## config.mk

```make
export PLATFORM = sky130hd
export DESIGN_NAME = hv_cdb_checksum
export DESIGN_NICKNAME = d
export VERILOG_FILES = /design/src/rtl/hv_cmdq_pkg.sv /design/src/rtl/hv_cdb_checksum.sv
export SDC_FILE = /design/constraint.sdc
export NUM_CORES = 1
export LEC_CHECK = 0
export CORE_AREA = 2 2 100 102
export DETAILED_ROUTE_END_ITERATION = 8
export DIE_AREA = 0 0 102 104
export PLACE_DENSITY = 0.69
export SYNTH_ARGS = -nofsm -noshare
export SYNTH_HDL_FRONTEND = slang
export SYNTH_SLANG_ARGS = --single-unit
```

## constraint.sdc

```tcl
create_clock -name vclk -period 4.57
set_clock_uncertainty 0.1 [all_clocks]
set_input_delay 0.914 -clock vclk [all_inputs]
set_output_delay 0.914 -clock vclk [all_outputs]
set_load 0.005 [all_outputs]
```

## src/rtl/hv_cmdq_pkg.sv

```systemverilog
// hv_cmdq_pkg: shared constants and types for the HV command queue
package hv_cmdq_pkg;
  localparam logic [7:0] ST_IDLE = 8'h00;
  localparam logic [7:0] ST_QUEUED = 8'h01;
  localparam logic [7:0] ST_ISSUED = 8'h02;
  localparam int CSUM_OFS = 128;
  localparam int ERR_CSUM = 0;
  localparam int ERR_FRAME = 1;
  localparam int ERR_OVF = 2;
  typedef enum logic {EG_IDLE, EG_STREAM} eg_state_t;
endpackage

```

## src/rtl/hv_cdb_checksum.sv

```systemverilog
// hv_cdb_checksum: checksum word must equal the XOR of every other 32-bit word
module hv_cdb_checksum
  import hv_cmdq_pkg::*;
#(
  parameter int CDB_WIDTH = 256
) (
  input  logic [CDB_WIDTH-1:0] cdb,
  output logic                 match
);
  localparam int NW = CDB_WIDTH / 32;
  localparam int CW = CSUM_OFS / 32;
  logic [31:0] acc;
  always_comb begin
    acc = '0;
    for (int i = 0; i < NW; i++) acc = (i != CW) ? acc ^ cdb[i*32 +: 32] : acc;
  end
  assign match = acc == cdb[CSUM_OFS +: 32];
endmodule

```

==> results.yml, run 1 <==
outcome:
  status: "finished, final reports clean"
layout:
  layout_commonest_cell: "clkdlybuf4s50_1"
  multi_input_area_um2: 2030
  drive_gt1_share_pct: 0.203
  regArea_um2: 0
  antenna_cells: 0
  nFillCells: 939
  seq_cell_count: 0
  layout_common_cells: "clkdlybuf4s50_1, xnor2_1, xor2_1"
  syn2layout_area_growth_pct: 135
  nNetsFinal: 751
  clkbuf_count: 0
timing:
  finalCritPeriodShare_pct: 92.2
  fin_setup_tns_ns: 0
  finalSetupViolations: 0
  rsz0062_at_grt: "no"
  fin_crit_ns: 4.21
  max_slew_margin_pct: 66.7
  worst_pin_slew_ns: 0.494
  hold_viol: 0
  drv_slew: 0
  fmax_ghz: 0.237
pwr:
  power.density_nw_per_um2: 127
  power.total_uw: 605
  p_leak_nw: 1.55
  peakVddDrop_v: 0.0000513
die:
  num_rows: 36
  core_um2: 9550
  ios: 257
  fp.dieH_um: 104
  initial_core_util_pct: 21.2
  die_w_um: 102
  dieArea_um2: 10600
worst_setup_path:
  arrival_ns: 3.20
  critPathMaxFanout: 1
  required_ns: 3.56
  cp.buffers_inverters: 2
  cp_top_family: "buffers and inverters"
  critPathLaunchType: "input pin"
  crit_path_max_incr_delay_ns: 0.51
  endpoint_kind: "primary output"
  worstSetupPathType: "input pin to primary output"
  cp_slowest_cell: "clkdlybuf4s50_1"
  path_cells: "clkdlybuf4s50_1, xor2_1, xnor2_1, xnor2_1, nor4_1, nand4_1, nor2_1, clkdlybuf4s50_1"
  cp-startpoint: "cdb[146]"
route:
  via_count: 2430
  drt_pre_antenna_iters: 4
  via_per_inst: 3.88
  ant_nets: 0
  drc: 0
  drtIter0Drc: 22
  wl_per_cell_um: 12.4
  wl_mm: 7.74
clocking:
  postCtsHoldBufs: 0
  cts_setup_buffers: 0
  cts_resized: 0
grt:
  grt_pass1_vias: 2585
  grt_usage_pct: 13.1
  grt_max_degree: 2
  grt_overflow: 0
  antenna_found_initial: 0
  grt_pass1_wl_mm: 11.4
synth:
  syn_area_per_cell_um2: 8.63
  yosysWarnings: 0
  syn-num-nets: 491
  ys_types: 5
  ys_seq_area_share_pct: 0
  synth_cells: 235
  syn_area_um2: 2030
worst_hold_path:
  hold_start: "cdb[218]"
  hold_path_class: "input pin to primary output"
flow_run:
  cap_violations: 0
placed_design:
  gp_congestion: 0.709
  portBuffers: 257
  dp_hpwl_mm: 7.45
-- layout make-up --
cell class	count	share of cell area [%]
well taps	133	3.49
multi-input cells	235	42.5
repair buffers	258	54.0
-- metal layers --
| metal | share of wire [%] | vias up | wire length (µm) | GRT usage (%) |
|---|---|---|---|---|
| met5 | 0 | - | 0 | 0 |
| met4 | 0.69 | 0 | 53 | 0.762 |
| met3 | 13 | 4 | 990 | 3.23 |
| met2 | 54 | 156 | 4150 | 27.6 |
| met1 | 33 | 1029 | 2550 | 12.8 |
| li1 | - | 1241 | - | - |
-- final timing paths --
path | slack [ns] | endpoint | cells after the start
setup / recovery | 0.36 | match | 8
hold / removal | 3.15 | match | 8
-- worst min-delay path, delay by kind of cell --
| kind | cells | cell delay (ns) |
|---|---|---|
| xor+xnor | 3 | 0.38 |
| buf+inv | 2 | 0.85 |
| simple gates | 3 | 0.20 |
-- where the power goes --
| group | switching (mW) | internal, mW | total (mW) | leakage, nW |
|---|---|---|---|---|
| clock | 0 | 0 | 0 | 0 |
| sequential | 0 | 0 | 0 | 0 |
| combinational | 0.197 | 0.407 | 0.605 | 1.55 |
| total | 0.197 | 0.407 | 0.605 | 1.55 |
-- stage by stage --
step / cell area, µm² / setup WS [ns] / util, % / cells / hold slack (ns)
finish: 4770 / 0.357 / 50.0 / 626 / 3.15
global route: 4770 / 0.251 / 50.0 / 626 / 3.24
CTS: 4770 / 0.238 / 50.0 / 626 / 3.18
detailed placement: 4770 / 0.248 / 50.0 / 626 / 3.17
global placement: 4770 / 0.290 / 50.0 / 626 / 3.16
floorplan: 2030 / 1.73 / - / 235 / 2.16
-- kinds of logic after synthesis --
family / count (synthesis) / share of synthesized area [%]
XOR/XNOR: 224 / 96.7
AND/OR/NAND/NOR: 11 / 3.27
-- cell usage after synthesis --
library cell	count	area (µm²)
xnor2_1	192	1680
nand4_1	2	12.5
nor2_1	1	3.75
nor4_1	8	50.1
xor2_1	32	280
Note: power is estimated with default switching activity, not from simulation.
==> run 2, diff against run 1 <==
--- a/config.mk
+++ b/config.mk
@@ -5,10 +5,10 @@
 export SDC_FILE = /design/constraint.sdc
 export NUM_CORES = 1
 export LEC_CHECK = 0
-export CORE_AREA = 2 2 100 102
+export CORE_AREA = 2 2 101 103
 export DETAILED_ROUTE_END_ITERATION = 8
-export DIE_AREA = 0 0 102 104
-export PLACE_DENSITY = 0.69
+export DIE_AREA = 0 0 103 105
+export PLACE_DENSITY = 0.68
 export SYNTH_ARGS = -nofsm -noshare
 export SYNTH_HDL_FRONTEND = slang
 export SYNTH_SLANG_ARGS = --single-unit
==> constraint.sdc (replaced) <==
create_clock -name vclk -period 4.6
set_clock_uncertainty 0.1 [all_clocks]
set_input_delay 0.92 -clock vclk [all_inputs]
set_output_delay 0.92 -clock vclk [all_outputs]
set_load 0.005 [all_outputs]
==> run 2 against run 1 <==
Net effect: sequential cell count unchanged; first-iteration DRC count decreased by 14%; total power decreased by 0.55%; routed wire length increased by 1.9%; largest cell class unchanged; worst setup slack improved by 0.031 ns; core utilization decreased by 0.47 points; critical path depth unchanged; combinational power about the same; final cell count unchanged; global-route usage increased by 0.35 points; sequential share of layout area unchanged; final area unchanged.
==> results.yml, run 2 (synthesis results as in run 1) <==
clocking:
  cts_setup_buffers: 0
  postCtsHoldBufs: 0
  cts_resized: 0
layout:
  seq_cell_count: 0
  drive_gt1_share_pct: 0.203
  regArea_um2: 0
  layout_common_cells: "clkdlybuf4s50_1, xnor2_1, xor2_1"
  nFillCells: 961
  antenna_cells: 0
  layout_commonest_cell: "clkdlybuf4s50_1"
  clkbuf_count: 0
  syn2layout_area_growth_pct: 135
  nNetsFinal: 751
  stdcell_count: 626
route:
  drtIter0Drc: 19
  wl_per_cell_um: 12.6
  via_per_inst: 3.91
  wl_mm: 7.88
  drt_pre_antenna_iters: 4
  via_count: 2446
  ant_nets: 0
  drc: 0
grt:
  grt_pass1_wl_mm: 11.8
  busiest_layer: "met2"
  use_met1_pct: 12.1
  antenna_found_initial: 0
  grt_max_degree: 2
  met2_usage_pct: 29.5
  grt_overflow: 0
  grt_pass1_vias: 2698
  grt_usage_pct: 13.4
  use_met3_pct: 3.21
outcome:
  status: "finished, final reports clean"
worst_hold_path:
  hold_path_class: "input pin to primary output"
  holdPathStages: 8
  min_to: "match"
  hold_start: "cdb[6]"
pwr:
  comb_power_share_pct: 100.0
  internal-power_uw: 405
  p_seq_share_pct: 0
  p_clk_share_pct: 0
  p_leak_nw: 1.55
  p_sw_uw: 197
  power.density_nw_per_um2: 126
  swShare_pct: 32.7
  peakVddDrop_v: 0.0000501
  power.total_uw: 602
worst_setup_path:
  cp_slowest_cell: "clkdlybuf4s50_1"
  crit_path_max_incr_delay_ns: 0.51
  critPathMaxFanout: 1
  endpoint_kind: "primary output"
  path_cells: "clkdlybuf4s50_1, xor2_1, xnor2_1, xnor2_1, nor4_1, nand4_1, nor2_1, clkdlybuf4s50_1"
  cp-startpoint: "cdb[144]"
  critPathLaunchType: "input pin"
  arrival_ns: 3.19
  required_ns: 3.58
  worstSetupPathType: "input pin to primary output"
die:
  num_rows: 36
  die_w_um: 103
  ios: 257
  initial_core_util_pct: 21.0
  fp.dieH_um: 105
  dieArea_um2: 10800
  core_um2: 9640
placed_design:
  gp_congestion: 0.707
  dpl.cell_count: 626
  dp_hpwl_mm: 7.60
  portBuffers: 257
flow_run:
  cap_violations: 0
timing:
  drv_slew: 0
  max_slew_margin_pct: 65.4
  hold_viol: 0
  fin_crit_ns: 4.21
  worst_pin_slew_ns: 0.514
  fin_setup_tns_ns: 0
  rsz0062_at_grt: "no"
  finalCritPeriodShare_pct: 91.6
  whs_ns: 3.13
  finalSetupViolations: 0
  fmax_ghz: 0.237
[run 2: cell counts in the layout (fill, tap and decap cells not counted)]
Identical to the previous run, type by type.
[run 2: worst max path at each step]
stage / to / slack (ns) / depth (start not counted)
final: match / 0.39 / 8
after global routing: match / 0.23 / 8
after CTS: match / 0.27 / 8
after detailed placement: match / 0.28 / 8
after global placement: match / 0.25 / 8
after floorplan: match / 1.75 / 6
[run 2: stage by stage]
stage / cell area [µm²] / util [%] / setup slack, ns
floorplan: 2030 / - / 1.75
global placement: 4770 / 49.5 / 0.254
detailed placement: 4770 / 49.5 / 0.277
CTS: 4770 / 49.5 / 0.265
global route: 4770 / 49.5 / 0.233
finish: 4770 / 49.5 / 0.388
[run 2: area by class of cell]
class	instances	area, µm²	share of cell area, %
multi-input cells	235	2030	42.5
well taps	133	166	3.49
repair buffers	258	2580	54.0
[run 2: critical path, delay by kind of cell]
family | cells | cell delay [ns]
AND/OR/NAND/NOR | 3 | 0.82
XOR/XNOR | 3 | 0.47
buffers and inverters | 2 | 0.98
[run 2: routing by layer]
| layer | wire length (µm) | share of wire [%] | vias up |
|---|---|---|---|
| met1 | 2460 | 31 | 1047 |
| met4 | 63 | 0.80 | 0 |
| met3 | 1020 | 13 | 4 |
| met2 | 4340 | 55 | 154 |
| li1 | - | - | 1241 |
| met5 | 0 | 0 | - |
[run 2: power groups by stage]
stage / Sequential [mW] / Combinational (mW) / Clock, mW
after global routing: 0 / 0.657 / 0
after detailed placement: 0 / 0.611 / 0
after floorplan: 0 / 0.326 / 0
after global placement: 0 / 0.606 / 0
final: 0 / 0.602 / 0
after CTS: 0 / 0.615 / 0
